===== config.mk =====
export PLATFORM = sky130hd
export DESIGN_NAME = mem_port_arbiter
export DESIGN_NICKNAME = d
export VERILOG_FILES = /design/src/rtl/mem_pkg.sv /design/src/rtl/store_lane_gen.sv /design/src/rtl/mem_port_arbiter.sv
export SDC_FILE = /design/constraint.sdc
export NUM_CORES = 1
export LEC_CHECK = 0
export BUFFER_PORTS_ARGS = -buffer_cell sky130_fd_sc_hd__buf_2
export CORE_AREA = 2 2 88 90
export DETAILED_ROUTE_END_ITERATION = 8
export DIE_AREA = 0 0 90 92
export PLACE_DENSITY = 0.66
export SYNTH_ARGS = -nofsm -noshare
export SYNTH_HDL_FRONTEND = slang
export SYNTH_HIERARCHICAL = 1
export SYNTH_SLANG_ARGS = --single-unit

===== constraint.sdc =====
create_clock -name clk -period 3.2 [get_ports clk]
set_input_delay 0.64 -clock clk [delete_from_list [all_inputs] [get_ports clk]]
set_output_delay 0.64 -clock clk [all_outputs]
set_load 0.03 [all_outputs]

===== src/rtl/mem_pkg.sv =====
// rtl/mem_pkg.sv - shared encodings for the memory port arbiter
// Purpose: operation/size codes of the D port, the response owner and the
//          in-flight (pend) record carried from grant to response.
// Ports:   none (package)
package mem_pkg;

  localparam logic [1:0] MEM_DISABLE   = 2'b00;
  localparam logic [1:0] MEM_READ_SEXT = 2'b01;
  localparam logic [1:0] MEM_READ_ZEXT = 2'b10;
  localparam logic [1:0] MEM_WRITE     = 2'b11;

  localparam logic [1:0] MEM_BYTE      = 2'b00;
  localparam logic [1:0] MEM_HALFWORD  = 2'b01;
  localparam logic [1:0] MEM_WORD      = 2'b10;

  typedef enum logic [1:0] {
    OWNER_NONE = 2'd0,
    OWNER_IF   = 2'd1,
    OWNER_D    = 2'd2
  } ownerT;

  typedef struct packed {
    ownerT      owner;
    logic       err;
    logic [1:0] op;
    logic [1:0] size;
    logic [1:0] off;
  } pendT;

endpackage


===== src/rtl/store_lane_gen.sv =====
// rtl/store_lane_gen.sv - byte-lane write enables and lane-arranged store data
// Purpose: maps an LSB-justified store value onto RAM lanes, where byte
//          offset 0 lives in lane [31:24], and flags misaligned accesses.
// Ports:   size/off/wdata in; we (bit3 = offset 0), wdataLanes, misaligned out.
module store_lane_gen
  import mem_pkg::*;
(
  input  logic [1:0]  size,
  input  logic [1:0]  off,
  input  logic [31:0] wdata,
  output logic [3:0]  we,
  output logic [31:0] wdataLanes,
  output logic        misaligned
);

  // Lane shift for a byte at offset k is 8*(3-k); for two bits 3-k == ~k.
  logic [4:0] byteShift;
  assign byteShift = {~off, 3'b000};

  always_comb begin
    we         = 4'b0000;
    wdataLanes = 32'h0;
    misaligned = 1'b0;
    case (size)
      MEM_BYTE: begin
        we         = 4'b1000 >> off;
        wdataLanes = {24'h0, wdata[7:0]} << byteShift;
      end
      MEM_HALFWORD: begin
        if (off[0]) begin
          misaligned = 1'b1;
        end else if (off[1]) begin
          we         = 4'b0011;
          wdataLanes = {16'h0, wdata[7:0], wdata[15:8]};
        end else begin
          we         = 4'b1100;
          wdataLanes = {wdata[7:0], wdata[15:8], 16'h0};
        end
      end
      MEM_WORD: begin
        if (off != 2'b00) begin
          misaligned = 1'b1;
        end else begin
          we         = 4'b1111;
          wdataLanes = {wdata[7:0], wdata[15:8], wdata[23:16], wdata[31:24]};
        end
      end
      default: misaligned = 1'b1;
    endcase
  end

endmodule


===== src/rtl/mem_port_arbiter.sv =====
// rtl/mem_port_arbiter.sv - IF / D arbiter in front of a 1-cycle single-port RAM
// Purpose: grants one access per cycle (D first, IF after STARVE_LIMIT losses),
//          drives the RAM, and returns the response one cycle later to its owner.
// Ports:   if_req/if_addr -> if_gnt, if_valid/if_rdata
//          d_req/d_op/d_size/d_addr/d_wdata -> d_gnt, d_valid/d_err/d_*_q
//          mem_en/mem_we/mem_addr/mem_wdata -> RAM, mem_rdata <- RAM
module mem_port_arbiter
  import mem_pkg::*;
#(
  parameter int STARVE_LIMIT = 3,
  parameter int MEM_AW       = 14
) (
  input  logic              clk,
  input  logic              rst_n,
  input  logic              if_req,
  input  logic [31:0]       if_addr,
  output logic              if_gnt,
  output logic              if_valid,
  output logic [31:0]       if_rdata,
  input  logic              d_req,
  input  logic [1:0]        d_op,
  input  logic [1:0]        d_size,
  input  logic [31:0]       d_addr,
  input  logic [31:0]       d_wdata,
  output logic              d_gnt,
  output logic              d_valid,
  output logic              d_err,
  output logic [1:0]        d_off_q,
  output logic [1:0]        d_size_q,
  output logic [1:0]        d_op_q,
  output logic              mem_en,
  output logic [3:0]        mem_we,
  output logic [MEM_AW-1:0] mem_addr,
  output logic [31:0]       mem_wdata,
  input  logic [31:0]       mem_rdata
);

  logic        dEff;
  logic        ifWin;
  logic        dWin;
  logic [3:0]  starveCnt;
  logic [3:0]  laneWe;
  logic [31:0] laneData;
  logic        laneMis;
  pendT        pend;
  pendT        pendNext;
  logic        unusedAddrBits;

  store_lane_gen uLanes (
    .size       (d_size),
    .off        (d_addr[1:0]),
    .wdata      (d_wdata),
    .we         (laneWe),
    .wdataLanes (laneData),
    .misaligned (laneMis)
  );

  // Grants are held off while reset is asserted so nothing is accepted
  // that the cleared pend register would then drop.
  assign dEff   = d_req && (d_op != MEM_DISABLE);
  assign ifWin  = rst_n && if_req && (!dEff || (starveCnt == 4'(STARVE_LIMIT)));
  assign dWin   = rst_n && dEff && !ifWin;
  assign if_gnt = ifWin;
  assign d_gnt  = dWin;

  always_comb begin
    mem_en    = 1'b0;
    mem_we    = 4'b0000;
    mem_wdata = 32'h0;
    mem_addr  = if_addr[MEM_AW+1:2];
    pendNext  = '0;
    if (ifWin) begin
      mem_en         = 1'b1;
      pendNext.owner = OWNER_IF;
    end else if (dWin) begin
      mem_addr       = d_addr[MEM_AW+1:2];
      // A misaligned access is answered with d_err and never touches the RAM.
      mem_en         = !laneMis;
      pendNext.owner = OWNER_D;
      pendNext.err   = laneMis;
      pendNext.op    = d_op;
      pendNext.size  = d_size;
      pendNext.off   = d_addr[1:0];
      if ((d_op == MEM_WRITE) && !laneMis) begin
        mem_we    = laneWe;
        mem_wdata = laneData;
      end
    end
  end

  always_ff @(posedge clk or negedge rst_n) begin
    if (!rst_n) begin
      starveCnt <= 4'd0;
      pend      <= '0;
    end else begin
      pend <= pendNext;
      if (ifWin) begin
        starveCnt <= 4'd0;
      end else if (if_req && dWin && (starveCnt != 4'(STARVE_LIMIT))) begin
        starveCnt <= starveCnt + 4'd1;
      end
    end
  end

  assign if_valid = (pend.owner == OWNER_IF);
  assign if_rdata = mem_rdata;
  assign d_valid  = (pend.owner == OWNER_D);
  assign d_err    = pend.err;
  assign d_off_q  = pend.off;
  assign d_size_q = pend.size;
  assign d_op_q   = pend.op;

  assign unusedAddrBits = ^{if_addr[1:0], if_addr[31:MEM_AW+2], d_addr[31:MEM_AW+2]};

endmodule

==> results of run 1 <==
## report_power, final
part	total, uW	switching (uW)	internal, uW
sequential	192	14.1	178
clock	142	54.1	87.6
combinational	233	134	98.5
## worst max-delay path, stage by stage
cell and delay (ns):
buf_2 0.18, o21ai_0 0.10, a21oi_1 0.12, nand2b_1 0.19, a2111oi_4 0.26, buf_4 0.32
and2_2 0.19, buf_2 0.20
## flip-flops by register name, indices dropped and copies added, names as in the netlist
| name | count |
|---|---|
| starveCnt | 4 |
| d_off_q | 2 |
| d_op_q | 2 |
| d_size_q | 2 |
| pend | 2 |
| d_err | 1 |
## area by class of cell
class | instances | area, sq um
Tap cell | 102 | 128
Multi-Input combinational cell | 139 | 1110
Inverter | 11 | 41.3
Sequential cell | 13 | 325
Timing Repair Buffer | 142 | 738
Fill cell | 823 | 5060
Clock buffer | 4 | 45.0
## worst paths after layout
check	to	slack (ns)
setup / recovery	mem_wdata[0]	0.34
hold / removal	starveCnt[3]	0.36
max in group asynchronous	d_size_q[0]	2.67
setup reg to reg	d_off_q[0]	1.72
hold reg to reg	starveCnt[0]	0.54
min in group clk	starveCnt[0]	0.54
## layout by cell type (no fill, tap or decap), types with 3 or more instances in the layout
master | synthesis | final
and2_2 | 25 | 25
a222oi_1 | 8 | 8
clkbuf_8 | 0 | 3
and2_1 | 26 | 26
inv_1 | 10 | 10
dfrtp_1 | 13 | 13
a32oi_1 | 8 | 8
nor2_1 | 12 | 12
a22o_1 | 9 | 9
buf_2 | 3 | 131
buf_4 | 41 | 11
mux2_2 | 14 | 14
## metal layers
metal	vias to the layer above	wire length [microns]
met2	84	3140
met1	883	2220
met3	8	410
met5	-	0
li1	901	-
met4	0	20
## through the flow
| step | setup WS (ns) | instance area, sq um | utilization |
|---|---|---|---|
| 5_1_grt | 0.207 | 2390 | 0.321 |
| 3_3_place_gp | 0.316 | 2340 | 0.315 |
| 4_1_cts | 0.302 | 2390 | 0.321 |
| 3_5_place_dp | 0.303 | 2340 | 0.315 |
| 6_report | 0.345 | 2390 | 0.321 |
| 2_1_floorplan | 0.385 | 1860 | - |
## cell families (layout without fill, tap and decap cells)
kind of cell	after synthesis	count (layout)	synth area share
AOI/OAI and AO/OA	38	38	0.188
xor gates and xnor gates	2	2	0.00944
adders and majority gates	1	1	0.00674
buffers and inverters	61	157	0.228
DFF	13	13	0.175
muxes	14	14	0.0849
and+or+nand+nor	84	84	0.307
==> metrics.md, run 1 <==
| Metric | Value |
|---|---|
| Status | finished, final reports clean |
| Non-Filler Instances | 411 |
| Largest cells by area after synthesis | dfrtp_1, buf_4, and2_2, and2_1, mux2_2 |
| Met2 usage | 0.246 |
| Via density per instance | 4.56 |
| GRT overflow | 0 |
| WHS | 0.356 ns |
| First DRT Iteration DRCs | 122 |
| Total setup buffers inserted after CTS | 0 |
| WP data arrival | 2.22 ns |
| VDD IR max | 0.0932 mV |
| Layout cells sized above 1 | 0.628 |
| Syn_area_per_cell | 8.72 sq um |
| H-Tree Depth | 1 |
| TritonCTS Buffers | 3 |
| GRT busiest layer | met2 |
| Startpoint types | input pin |
| DR DRC count | 0 |
| Initial core utilization | 0.249 |
| Antenna Cells | 0 |
| Top cells by count, synth | buf_4, and2_1, and2_2, mux2_2, dfrtp_1 |
| TritonCTS clock tree | done |
| Tmin final | 2.86 ns |
| RSZ-0062 raised after global routing | no |
| Largest net degree at the start of global routing | 37 |
| Final nets | 447 |
| DIE WIDTH | 90 microns |
| Routability congestion estimate | 0.829 |
| Endpoints failing setup | 0 |
| Vias in the first global route | 1713 |
| Worst path required time | 2.56 ns |
| Count leader, synth | buf_4 |
| #FFs+latches synth | 13 |
| Worst-path fanout max | 36 |
| FP Rows | 32 |
| Die ar. | 8280 sq um |
| Met3 Use GR | 0.0230 |
| Hold Buf Count CTS | 0 |
| Synth Cell Area | 1860 sq um |
| Tcrit/Tclk final | 0.892 |
| Async set-or-reset flop fraction in the synthesized netlist | 1.00 |
| Max-slew headroom | 0.577 |
| Max frequency | 350 MHz |
| Reg-to-reg critical path startpoint | starveCnt[0] |
| EDFF count, synth | 0 |
| Met1 usage | 0.149 |
| Clock sinks | 13 |
| Iteration count of the initial detailed-routing pass | 5 |
| CTS resizes | 0 |
| Post-synth top flop | dfrtp_1 |
| Synth warn | 6 |
| Synth top area share | 0.175 |
| I/O Buffers | 131 |
| Pins over their slew limit | 0 |
| Total core area | 7450 sq um |
| IO Pins | 230 |
| Clk_lat worst skew | 0.24 ns |
| Die Y | 92 microns |
| Detailed-route via count | 1876 |
| Hpwl dp | 4860 microns |
| Syn Nets | 350 |
| Max-cap viol count | 0 |
| Synth cell types | 41 |
| GRT Util Overall | 0.128 |
| Leakage | 0.00135 uW |
| Area grow syn2layout | 28.6% |
| Actual slew at the worst max-slew pin | 0.627 ns |
| WL per Instance | 14.1 microns |
| Sequential share of the synthesized area | 0.175 |
| First-pass GRT wire length | 8660 microns |
| Initial antenna violation count | 0 |
| PwrDens | 237 nW/um^2 |
| Worst setup skew after layout | 0.00418 ns |
| Clk slew on worst S/H paths | 0.05 ns |
| Root buf cell | clkbuf_8 |
| CP Capture Type | output port |
| Worst hold path type | input pin to asynchronous set/reset pin |
| Worst r2r path cells | 5 |
| Critical path class | input pin to output port |
| Power Total | 567 uW |
| Deepest clock path buffer count | 2 |
| Placed insts | 407 |
| Routed Antenna Nets | 0 |
| Cell type with the largest total area after synthesis | dfrtp_1 |
| Drt total wl | 5790 microns |
| Post-Synthesis Cells | 213 |
| Setup TNS | 0 ns |
| Final Hold Fails | 0 |
| CP startpoint | d_size[1] |
Power figures use the tool's default switching activity.
==> run 2: changes to the inputs <==
==> constraint.sdc (replaced) <==
create_clock -name clk -period 3.2 [get_ports clk]
set_input_delay 0.48 -clock clk [delete_from_list [all_inputs] [get_ports clk]]
set_output_delay 0.48 -clock clk [all_outputs]
set_load 0.03 [all_outputs]
==> metrics.md, run 2 (synthesis gave the netlist of run 1 again) <==
| Metric | Value |
|---|---|
| Routability congestion estimate | 0.765 (-7.8%) |
| Clock share of power | 0.253 (+0.003) |
| CP Capture Type | output port |
| CP startpoint | d_addr[0] |
| Tcrit/Tclk final | 0.826 (-0.0664) |
| Pins over their slew limit | 0 (unchanged) |
| WP data arrival | 2.16 ns (-0.06 ns) |
| Sw Ratio | 0.358 (+0.000717) |
| Power Total | 563 uW (-0.63%) |
| TritonCTS clock tree | done |
| Final nets | 443 (-0.89%) |
| WL per Instance | 14.2 microns (+1.1%) |
| Hold Buf Count CTS | 0 (unchanged) |
| Startpoint types | input pin |
| Setup TNS | 0 ns (unchanged) |
| H-Tree Depth | 1 (unchanged) |
| DR DRC count | 0 (unchanged) |
| Seq pwr share | 0.340 (about the same) |
| Clk slew on worst S/H paths | 0.05 ns (about the same) |
| Finished layout cell area | 2360 sq um (-1.3%) |
| DIE WIDTH | 90 microns (unchanged) |
| Worst hold path type | input pin to asynchronous set/reset pin |
| Largest net degree at the start of global routing | 37 (unchanged) |
| Root buf cell | clkbuf_8 |
| Drt total wl | 5790 microns (about the same) |
| Tmin final | 2.64 ns (-0.213 ns) |
| Iteration count of the initial detailed-routing pass | 8 (+3) |
| PwrDens | 239 nW/um^2 (+0.64%) |
| Cell Area, Placed | 2310 sq um (-1.3%) |
| Via density per instance | 4.51 (-1.2%) |
| Die ar. | 8280 sq um (unchanged) |
| Reg-to-reg critical path startpoint | starveCnt[0] |
| Comb pwr share | 0.407 (-0.004) |
| FP Rows | 32 (unchanged) |
| Initial antenna violation count | 0 (unchanged) |
| Actual slew at the worst max-slew pin | 0.657 ns (+0.0301 ns) |
| VDD IR max | 0.104 mV (+11%) |
| GRT Util Overall | 0.132 (+0.00364) |
| Max-cap viol count | 0 (unchanged) |
| Leakage | 0.00133 uW (-1.5%) |
| Final Hold Fails | 0 (unchanged) |
| Max frequency | 378 MHz (+8.0%) |
| Power Internal | 361 uW (-0.74%) |
| Layout cells sized above 1 | 0.623 (-0.00488) |
| Routed Antenna Nets | 0 (unchanged) |
| Total setup buffers inserted after CTS | 0 (unchanged) |
| Pre-CTS setup slack | 0.518 ns (+0.215 ns) |
| Antenna Cells | 0 (unchanged) |
| Most frequent cells in the layout | buf_2, and2_1, and2_2 |
| IO Pins | 230 (unchanged) |
| Leading cell type in the layout, fill and taps excluded | buf_2 |
| First DRT Iteration DRCs | 69 (-43%) |
| Worst r2r path cells | 5 (unchanged) |
| TritonCTS Buffers | 3 (unchanged) |
| Endpoints failing setup | 0 (unchanged) |
| I/O Buffers | 131 (unchanged) |
| Status | finished, final reports clean |
| Worst-path fanout max | 36 (unchanged) |
| Worst reg2reg setup slack | 1.67 ns (-0.05 ns) |
| Most flops, register | starveCnt |
| Initial core utilization | 0.249 (unchanged) |
| GRT overflow | 0 (unchanged) |
| Total core area | 7450 sq um (unchanged) |
| Area grow syn2layout | 27.0% |
| Deepest clock path buffer count | 2 (unchanged) |
| Clock sinks | 13 (unchanged) |
| Detailed-route via count | 1836 (-2.1%) |
| Psw | 202 uW (-0.43%) |
| Die Y | 92 microns (unchanged) |
| Worst path required time | 2.72 ns (+0.16 ns) |
| Clk_lat worst skew | 0.24 ns (about the same) |
| Hpwl dp | 4770 microns (-2.0%) |
| Critical path class | input pin to output port |
| RR Endpoint | d_err |
| First-pass GRT wire length | 8810 microns (+1.8%) |
| RSZ-0062 raised after global routing | no |
| Worst setup margin | 0.558 ns (+0.213 ns) |
| Vias in the first global route | 1725 (+0.70%) |
| Max reg flops | 4 (unchanged) |
| Worst setup skew after layout | 0.00360 ns (-0.000580 ns) |
| CTS resizes | 0 (unchanged) |
| Max-slew headroom | 0.560 (-0.0172) |
run 2: cell count changes in the layout (fill, tap and decap cells not counted), sizes merged:
cell / change
buf: -4
run 2: final cells by class:
cell class / count / area (sq um)
Tap cell: 102 / 128
Sequential cell: 13 / 325
Clock buffer: 4 / 45.0
Inverter: 11 / 41.3
Fill cell: 832 / 5090
Multi-Input combinational cell: 139 / 1110
Timing Repair Buffer: 138 / 708
run 2: critical path, stage by stage:
cell and delay, ns:
buf_2 0.18, clkinv_1 0.20, a21oi_1 0.12, nand2b_1 0.19, a2111oi_4 0.27, buf_4 0.33, and2_2 0.18, buf_2 0.21
run 2: worst max path at each step:
stage	end	slack, ns	cells past startpoint
4_1_cts	mem_we[0]	0.51	8
3_3_place_gp	mem_we[0]	0.54	8
5_1_grt	mem_we[0]	0.36	8
3_5_place_dp	mem_we[0]	0.52	8
2_1_floorplan	mem_wdata[10]	0.70	7
6_report	mem_we[0]	0.56	8
run 2: stage by stage:
stage	cells	hold slack, ns	util
3_3_place_gp	403	0.400	0.311
6_report	407	0.142	0.317
2_1_floorplan	213	0.184	-
4_1_cts	407	0.145	0.317
3_5_place_dp	403	0.404	0.311
5_1_grt	407	0.157	0.317
run 2: power groups by stage:
stage                     clock (uW)  combinational (uW)  sequential [uW]
after global routing             156                 250              194
after CTS                        147                 231              192
after floorplan                    0                 216              193
after global placement             0                 226              194
final                            143                 229              192
after detailed placement           0                 231              194
run 2: routing by layer:
metal | GRT usage | routed length (microns) | up-vias
met2 | 0.249 | 3020 | 85
met5 | 0 | 0 | -
li1 | - | - | 899
met4 | 0.0372 | 74 | 0
met3 | 0.0230 | 381 | 12
met1 | 0.152 | 2320 | 840
==> run 3: changes to the inputs <==
- clock period: 3.2 -> 2.57 ns (I/O delays scaled with it)
==> metrics.md, run 3 (synthesis gave the netlist of run 1 again) <==
| Metric | Value |
|---|---|
| Endpoints failing setup | 0 (unchanged) |
| Max-cap viol count | 0 (unchanged) |
| Max-slew headroom | 0.566 (+0.00543) |
| Die ar. | 8280 sq um (unchanged) |
| Worst path required time | 2.18 ns (-0.54 ns) |
| Total setup buffers inserted after CTS | 0 (unchanged) |
| Leakage | 0.00137 uW (+3.0%) |
| Setup TNS | 0 ns (unchanged) |
| Worst r2r path cells | 5 (unchanged) |
| First-pass GRT wire length | 8930 microns (+1.3%) |
| WP data arrival | 2.11 ns (-0.05 ns) |
| Antenna Cells | 0 (unchanged) |
| Total core area | 7450 sq um (unchanged) |
| Startpoint types | flip-flop |
| Fillers | 825 (-0.84%) |
| Worst-path fanout max | 12 (-67%) |
| Leading cell type in the layout, fill and taps excluded | buf_2 |
| Worst reg2reg setup slack | 0.99 ns (-0.68 ns) |
| Tmin final | 2.49 ns |
| Initial core utilization | 0.249 (unchanged) |
| Hpwl dp | 4890 microns (+2.6%) |
| Placed insts | 410 (+1.7%) |
| Worst setup skew after layout | 0.00491 ns (+0.00130 ns) |
| WL per Instance | 14.4 microns (+0.99%) |
| Clock sinks | 13 (unchanged) |
| Pins over their slew limit | 0 (unchanged) |
| Max reg flops | 4 (unchanged) |
| Most frequent cells in the layout | buf_2, and2_1, and2_2 |
| RR Endpoint | d_size_q[1] |
| I/O Buffers | 131 (unchanged) |
| Clk slew on worst S/H paths | 0.05 ns (about the same) |
| Via density per instance | 4.60 (+2.0%) |
| IO Pins | 230 (unchanged) |
| Deepest clock path buffer count | 2 (unchanged) |
| CP startpoint | starveCnt[0] |
| Routed Antenna Nets | 0 (unchanged) |
| RSZ-0062 raised after global routing | no |
| PwrDens | 293 nW/um^2 (+23%) |
| GRT Util Overall | 0.132 (about the same) |
| CTS resizes | 0 (unchanged) |
| Area grow syn2layout | 31.2% |
| Die Y | 92 microns (unchanged) |
| First DRT Iteration DRCs | 98 (+42%) |
| Status | finished, final reports clean |
| Final nets | 450 (+1.6%) |
| Critical path endpoint | mem_addr[3] |
| Detailed-route via count | 1904 (+3.7%) |
| Layout cells sized above 1 | 0.631 (+0.00846) |
| H-Tree Depth | 1 (unchanged) |
| Tcrit/Tclk final | 0.970 |
| Hold Buf Count CTS | 0 (unchanged) |
| VDD IR max | 0.139 mV (+34%) |
| Max frequency | 401 MHz |
| Critical path class | flip-flop to output port |
| Most flops, register | starveCnt |
| Iteration count of the initial detailed-routing pass | 5 (-3) |
| Initial antenna violation count | 0 (unchanged) |
| Largest net degree at the start of global routing | 37 (unchanged) |
| Actual slew at the worst max-slew pin | 0.645 ns (-0.0127 ns) |
| FP Rows | 32 (unchanged) |
| Reg-to-reg critical path startpoint | starveCnt[0] |
| DR DRC count | 0 (unchanged) |
| Routability congestion estimate | 0.844 (+10%) |
| TritonCTS Buffers | 3 (unchanged) |
| Drt total wl | 5950 microns (+2.7%) |
| Worst hold path type | input pin to asynchronous set/reset pin |
| GRT overflow | 0 (unchanged) |
| Non-Filler Instances | 414 (+1.7%) |
| WHS | 0.104 ns (-0.0376 ns) |
| Final Hold Fails | 0 (unchanged) |
| Vias in the first global route | 1831 (+6.1%) |
| TritonCTS clock tree | done |
| DIE WIDTH | 90 microns (unchanged) |
| Final core occ | 0.327 (+0.0104) |
| CP Capture Type | output port |
| Clk_lat worst skew | 0.24 ns (about the same) |
| Root buf cell | clkbuf_8 |
-- run 3: cell count changes in the layout (fill, tap and decap cells not counted) --
cell / change
buf_12: +2
buf_4: +5
-- run 3: worst min-delay path by stage --
stage	endpoint	cells past startpoint	slack, ns	start
after floorplan	d_err	0	0.09	rst_n
after global placement	starveCnt[2]	2	0.35	rst_n
after detailed placement	starveCnt[2]	2	0.36	rst_n
after CTS	starveCnt[2]	2	0.10	rst_n
after global routing	starveCnt[1]	2	0.11	rst_n
final	starveCnt[2]	2	0.10	rst_n
-- run 3: where the power goes --
group / internal (uW) / switching [uW]
sequential: 222 / 16.7
clock: 109 / 66.9
combinational: 129 / 171
-- run 3: final cells by class --
cell class / instances / area, sq um / share of cell area
clock buffer: 4 / 45.0 / 0.0185
sequential: 13 / 325 / 0.134
multi-input combinational: 139 / 1110 / 0.456
inverter: 11 / 41.3 / 0.0169
timing repair buffer: 145 / 786 / 0.323
tap: 102 / 128 / 0.0524
-- run 3: through the flow --
step                      total power (uW)  setup slack, ns  area (sq um)
after global placement                 535            0.283          2390
after global routing                   757          0.00412          2440
after detailed placement               542            0.244          2390
after CTS                              721           0.0585          2440
final                                  714           0.0783          2440
after floorplan                        509            0.264          1860
-- run 3: per-layer routing --
metal / GRT usage / routed length (microns) / up-vias / share of wire
li1: - / - / 907 / -
met1: 0.149 / 2270 / 901 / 0.38
met2: 0.259 / 3230 / 86 / 0.54
met4: 0.0231 / 28 / 0 / 0.0047
met5: 0 / 0 / - / 0
met3: 0.0247 / 427 / 10 / 0.072
-- run 3: worst max-delay path, cell delays in order, from the launching register on --
cell	delay [ns]
dfrtp_1	0.41
ha_1	0.24
nor3b_4	0.18
a21oi_2	0.34
buf_12	0.19
mux2_2	0.33
buf_2	0.18
